[config.mk]
export PLATFORM = sky130hd
export DESIGN_NAME = btn_conditioner
export DESIGN_NICKNAME = d
export VERILOG_FILES = /design/src/rtl/btn_pkg.sv /design/src/rtl/btn_sync_debounce.sv /design/src/rtl/btn_conditioner.sv
export SDC_FILE = /design/constraint.sdc
export NUM_CORES = 1
export LEC_CHECK = 0
export BUFFER_PORTS_ARGS = -buffer_cell sky130_fd_sc_hd__buf_4
export CAP_MARGIN = 10
export CORE_AREA = 2 2 86 88
export DETAILED_ROUTE_END_ITERATION = 6
export DIE_AREA = 0 0 88 90
export PLACE_DENSITY = 0.58
export SETUP_SLACK_MARGIN = 0.1
export SLEW_MARGIN = 20
export SYNTH_ARGS = -nofsm -noshare
export SYNTH_HDL_FRONTEND = slang
export SYNTH_SLANG_ARGS = --single-unit
export TNS_END_PERCENT = 20
[constraint.sdc]
create_clock -name clk -period 1.95 [get_ports clk]
set_input_delay 0.39 -clock clk [delete_from_list [all_inputs] [get_ports clk]]
set_output_delay 0.39 -clock clk [all_outputs]
set_load 0.1 [all_outputs]
[src/rtl/btn_pkg.sv]
// Shared definitions for the pushbutton conditioner: FSM state encoding,
// default timing constants and a small sizing helper.
package btn_pkg;

    typedef logic [1:0] btn_state_t;

    localparam btn_state_t IDLE   = 2'd0;
    localparam btn_state_t DOWN   = 2'd1;
    localparam btn_state_t REPEAT = 2'd2;

    localparam int DEF_ACTIVE_LOW    = 1;
    localparam int DEF_DEBOUNCE_BITS = 16;
    localparam int DEF_HOLD_CYCLES   = 50_000_000;
    localparam int DEF_REPEAT_CYCLES = 10_000_000;

    function automatic int max_int(input int a, input int b);
        return (a > b) ? a : b;
    endfunction

endpackage

[src/rtl/btn_sync_debounce.sv]
// Two-flop synchronizer plus saturating-window debouncer; emits the debounced
// level and combinational rise/fall strobes announcing the coming toggle.
module btn_sync_debounce
    import btn_pkg::*;
#(
    parameter int ACTIVE_LOW    = DEF_ACTIVE_LOW,
    parameter int DEBOUNCE_BITS = DEF_DEBOUNCE_BITS
) (
    input  logic clk,
    input  logic rst,
    input  logic button,
    output logic pressed,
    output logic rise,
    output logic fall
);

    logic                     raw_s;
    logic                     meta_r;
    logic                     sync_r;
    logic                     pressed_r;
    logic [DEBOUNCE_BITS-1:0] db_cnt_r;
    logic                     flip_s;

    assign raw_s  = (ACTIVE_LOW != 0) ? ~button : button;
    // Toggle only when the window has fully elapsed with sync still disagreeing.
    assign flip_s = (sync_r != pressed_r) && (&db_cnt_r);

    // Synchronizer, debounce counter and debounced level.
    always_ff @(posedge clk) begin
        if (rst) begin
            meta_r    <= 1'b0;
            sync_r    <= 1'b0;
            pressed_r <= 1'b0;
            db_cnt_r  <= '0;
        end else begin
            meta_r <= raw_s;
            sync_r <= meta_r;
            if (sync_r == pressed_r) begin
                db_cnt_r <= '0;
            end else begin
                db_cnt_r <= db_cnt_r + DEBOUNCE_BITS'(1);
            end
            if (flip_s) begin
                pressed_r <= ~pressed_r;
            end else begin
                pressed_r <= pressed_r;
            end
        end
    end

    assign pressed = pressed_r;
    assign rise    = flip_s & ~pressed_r;
    assign fall    = flip_s & pressed_r;

endmodule

[src/rtl/btn_conditioner.sv]
// Pushbutton conditioner top: debounced level, press/release strobes and a
// hold/auto-repeat FSM producing long, repeat and combined step strobes.
module btn_conditioner
    import btn_pkg::*;
#(
    parameter int ACTIVE_LOW    = DEF_ACTIVE_LOW,
    parameter int DEBOUNCE_BITS = DEF_DEBOUNCE_BITS,
    parameter int HOLD_CYCLES   = DEF_HOLD_CYCLES,
    parameter int REPEAT_CYCLES = DEF_REPEAT_CYCLES
) (
    input  logic clk,
    input  logic rst,
    input  logic button,
    output logic pressed,
    output logic press_pulse,
    output logic release_pulse,
    output logic long_pulse,
    output logic repeat_pulse,
    output logic step
);

    localparam int CNT_MAX = max_int(HOLD_CYCLES, REPEAT_CYCLES);
    localparam int CNT_W   = (CNT_MAX > 2) ? $clog2(CNT_MAX) : 1;
    localparam logic [CNT_W-1:0] HOLD_LAST   = CNT_W'(HOLD_CYCLES - 1);
    localparam logic [CNT_W-1:0] REPEAT_LAST = CNT_W'(REPEAT_CYCLES - 1);

    logic             rise_s;
    logic             fall_s;
    btn_state_t       state_r;
    btn_state_t       state_nx_s;
    logic [CNT_W-1:0] cnt_r;
    logic [CNT_W-1:0] cnt_nx_s;
    logic             press_nx_s;
    logic             release_nx_s;
    logic             long_nx_s;
    logic             repeat_nx_s;
    logic             press_r;
    logic             release_r;
    logic             long_r;
    logic             repeat_r;
    logic             step_r;

    btn_sync_debounce #(
        .ACTIVE_LOW    (ACTIVE_LOW),
        .DEBOUNCE_BITS (DEBOUNCE_BITS)
    ) u_sync_debounce (
        .clk     (clk),
        .rst     (rst),
        .button  (button),
        .pressed (pressed),
        .rise    (rise_s),
        .fall    (fall_s)
    );

    // Next-state logic; a falling debounced edge outranks any hold/repeat expiry.
    always_comb begin
        state_nx_s   = state_r;
        cnt_nx_s     = cnt_r;
        press_nx_s   = 1'b0;
        release_nx_s = 1'b0;
        long_nx_s    = 1'b0;
        repeat_nx_s  = 1'b0;
        case (state_r)
            IDLE: begin
                if (rise_s) begin
                    state_nx_s = DOWN;
                    press_nx_s = 1'b1;
                    cnt_nx_s   = '0;
                end else begin
                    cnt_nx_s   = '0;
                end
            end
            DOWN: begin
                if (fall_s) begin
                    state_nx_s   = IDLE;
                    release_nx_s = 1'b1;
                    cnt_nx_s     = '0;
                end else if (cnt_r == HOLD_LAST) begin
                    state_nx_s = REPEAT;
                    long_nx_s  = 1'b1;
                    cnt_nx_s   = '0;
                end else begin
                    cnt_nx_s   = cnt_r + CNT_W'(1);
                end
            end
            REPEAT: begin
                if (fall_s) begin
                    state_nx_s   = IDLE;
                    release_nx_s = 1'b1;
                    cnt_nx_s     = '0;
                end else if (cnt_r == REPEAT_LAST) begin
                    repeat_nx_s = 1'b1;
                    cnt_nx_s    = '0;
                end else begin
                    cnt_nx_s    = cnt_r + CNT_W'(1);
                end
            end
            default: begin
                state_nx_s = IDLE;
                cnt_nx_s   = '0;
            end
        endcase
    end

    // State, counter and registered strobe outputs.
    always_ff @(posedge clk) begin
        if (rst) begin
            state_r   <= IDLE;
            cnt_r     <= '0;
            press_r   <= 1'b0;
            release_r <= 1'b0;
            long_r    <= 1'b0;
            repeat_r  <= 1'b0;
            step_r    <= 1'b0;
        end else begin
            state_r   <= state_nx_s;
            cnt_r     <= cnt_nx_s;
            press_r   <= press_nx_s;
            release_r <= release_nx_s;
            long_r    <= long_nx_s;
            repeat_r  <= repeat_nx_s;
            step_r    <= press_nx_s | long_nx_s | repeat_nx_s;
        end
    end

    assign press_pulse   = press_r;
    assign release_pulse = release_r;
    assign long_pulse    = long_r;
    assign repeat_pulse  = repeat_r;
    assign step          = step_r;

endmodule

==> flow_metrics.tcl <==
set metrics [dict create \
    dominantRegCellSynth "dfxtp_1" \
    crit_start "cnt_r[1]" \
    synth_nets 275 \
    p_int_w 0.00132 \
    initial_utilization_pct 33.8 \
    die_area_um2 7920 \
    synth-edff-count 0 \
    status "finished clean" \
    die_w_um 88 \
    nets 302 \
    setup_viol 0 \
    via_count 1835 \
    drv_cap 0 \
    seq_area_um2 1050 \
    cp.required_ps 2150 \
    ant_nets 0 \
    whs_endpoint "u_sync_debounce.meta_r" \
    track_usage_pct 11.4 \
    pin_count 9 \
    drc 0 \
    p_switching_w 0.000370 \
    critPathKind "flop to flop" \
    yosysSeqAreaShare_pct 43.8 \
    rows 31 \
    fin_crit_sh_pct 93.2 \
    root_buffer "clkbuf_8" \
    dpl.hpwl_um 2980 \
    multi_input_area_um2 1330 \
    combPwrFrac_pct 0.8 \
    hold_viol 0 \
    grt_pass1_wl_um 7500 \
    core_um2 7020 \
    syn_to_final_growth_pct 21.0 \
    grt_pass1_vias 1691 \
    io_buffers 8 \
    r2r_start "cnt_r[1]" \
    async_flop_share_pct 0 \
    reg2reg_slack_ps 130 \
    clk_latency_ps 300 \
    wire_per_inst_um 11.3 \
    cts_sinks 52 \
    worst_pin_slew_ps 591 \
    startpoint_type "flop" \
    drtPass1Iterations 4 \
    tritoncts "yes" \
    rr_worst_depth 8 \
    syn_avg_cell_area_um2 8.90 \
    fp.dieH_um 90 \
    max_freq_ghz 0.550 \
    grt-ovfl-total 0 \
    ctsHoldBuffers 0 \
    cts.clk_slew.worst_paths_ps 100 \
    htreeDepth 2 \
    yosys_register_bits 52 \
    worstHoldStart "button" \
    yosys_warnings 0 \
    rsz0062_at_grt "yes" \
    yosysUniqueCellTypes 36 \
    cp_max_fo 6 \
    r2r_end "cnt_r[1]" \
    pwr-share-seq_pct 62.8 \
    arrival_ps 2020 \
    drive_above_1_share_pct 21.4 \
    clkPwrFrac_pct 36.4 \
    netlist_area_um2 2380 \
    cts_buffer_depth 2 \
    gp_congestion 0.747 \
    slew_headroom_pct 60.6 \
    hold_path.class "input port to flop" \
    synth_cells 267 \
    antenna_found_initial 0 \
    drt-initial-drc-count 47 \
    sw_frac_of_total_pct 21.8 \
    min_period_ps 1820 \
    ir_drop_mv 0.398 \
    viasPerCell 4.66 \
    wl_um 4450 \
    grt_max_degree 18 \
    endpoint_kind "flop" \
    dp_cells 374 \
    diodes 0 \
    hold_depth 2 \
    final-max-slew-violation-count 0 \
    powerDensity_nw_per_um2 589 \
    power_leakage_nw 0.934 \
    final_cells 394 \
    numCtsBuffers 5 \
    skew_ps 13.8 \
    fillers 722 \
    finalSetupTns_ps 0 \
]
metrics by stage:
step	instance area (um2)	hold slack (ps)	power, W	util (%)	worst slack [ps]
after floorplan	2380	414	0.00110	-	105
after global placement	2560	421	0.00110	36.4	112
after detailed placement	2560	428	0.00110	36.4	34.2
after CTS	2720	214	0.00172	38.8	76.8
after global routing	2880	210	0.00176	41.0	59.2
final	2880	227	0.00169	41.0	132
state kept, by name, summed over array words and instances (netlist names):
register	flops
cnt_r	26
u_sync_debounce.db_cnt_r	16
state_r	2
long_pulse	1
press_pulse	1
release_pulse	1
repeat_pulse	1
step	1
u_sync_debounce.meta_r	1
u_sync_debounce.pressed	1
u_sync_debounce.sync_r	1
metal layers:
metal,up-vias,wire (um),GRT usage (%)
li1,961,-,-
met1,851,2280,15.7
met2,23,2040,18.6
met3,0,131,2.75
met4,0,0,1.54
met5,-,0,0
power groups by stage:
stage / clock (W) / sequential, W / combinational, W
after floorplan: 0 / 0.00109 / 0.00000715
after global routing: 0.000684 / 0.00107 / 0.0000146
final: 0.000616 / 0.00106 / 0.0000131
after CTS: 0.000641 / 0.00106 / 0.0000134
after global placement: 0 / 0.00109 / 0.0000132
after detailed placement: 0 / 0.00109 / 0.0000133
cells in the mapped netlist, drive strengths merged (2+ instances only):
| library cell | n | share of area [%] |
|---|---|---|
| o21ai | 4 | 0.84 |
| nand4 | 5 | 1.3 |
| nand2 | 13 | 2.1 |
| clkbuf | 3 | 0.47 |
| ha | 5 | 2.6 |
| nand2b | 2 | 0.53 |
| nand3 | 21 | 4.4 |
| nor2b | 2 | 0.53 |
| nor2 | 58 | 9.2 |
| nor3 | 11 | 2.5 |
| buf | 3 | 2.2 |
| a21oi | 3 | 0.63 |
| inv | 8 | 1.3 |
| and4 | 5 | 1.9 |
| nand4b | 2 | 1.0 |
| dfxtp | 52 | 44 |
| nor4 | 5 | 1.3 |
| and3 | 12 | 3.2 |
| or3 | 3 | 0.79 |
| xnor2 | 24 | 8.8 |
| xor2 | 15 | 5.5 |
kinds of logic (layout without fill, tap and decap cells):
group	count (synthesis)	in the layout	share of synthesized area, %
compound gates	12	12	3.90
xor+xnor	39	39	14.4
fa+ha+maj	5	5	2.63
buf+inv	14	42	3.90
flops	52	52	43.8
simple gates	145	145	31.4
how the worst max path moves through the flow:
stage          depth (start not counted)    endpoint
2_1_floorplan                          5        step
3_3_place_gp                           7   cnt_r[12]
3_5_place_dp                           7    cnt_r[7]
4_1_cts                                7  state_r[1]
5_1_grt                                8   cnt_r[18]
6_report                               8    cnt_r[1]
area by class of cell:
class / instances / share of cell area [%]
clock inverter: 3 / 0.740
timing repair buffer: 26 / 8.92
multi-input combinational: 201 / 46.1
inverter: 8 / 1.04
clock buffer: 5 / 2.39
tap: 99 / 4.31
sequential: 52 / 36.5
cells in the final DEF, fill, tap and decap left out, types with 4 or more instances in the layout:
cell type / n
clkbuf_8: 5
dfxtp_2: 7
xor2_1: 15
nor2_1: 47
inv_1: 8
nor3_1: 9
nand3_1: 21
nor2_2: 10
and4_1: 4
nand2_1: 13
nor4_1: 4
nand4_1: 5
dfxtp_1: 45
xnor2_1: 24
buf_4: 20
and3_1: 12
worst max-delay path: stages (launching register included):
cell       delay, ps
dfxtp_2          360
ha_4             140
and4_4           240
nand4b_4         140
o41ai_4          250
a221o_1          260
buf_6            140
clkbuf_16        140
nor2_1            40
repair_timing:
item | in CTS | in global routing
setup endpoints to repair | 28 | 29
pin swaps | 3 | 9
resized for setup | 4 | 29
setup buffers | 5 | 5
gates cloned | 1 | 1
(Power assumes the default switching activity.)
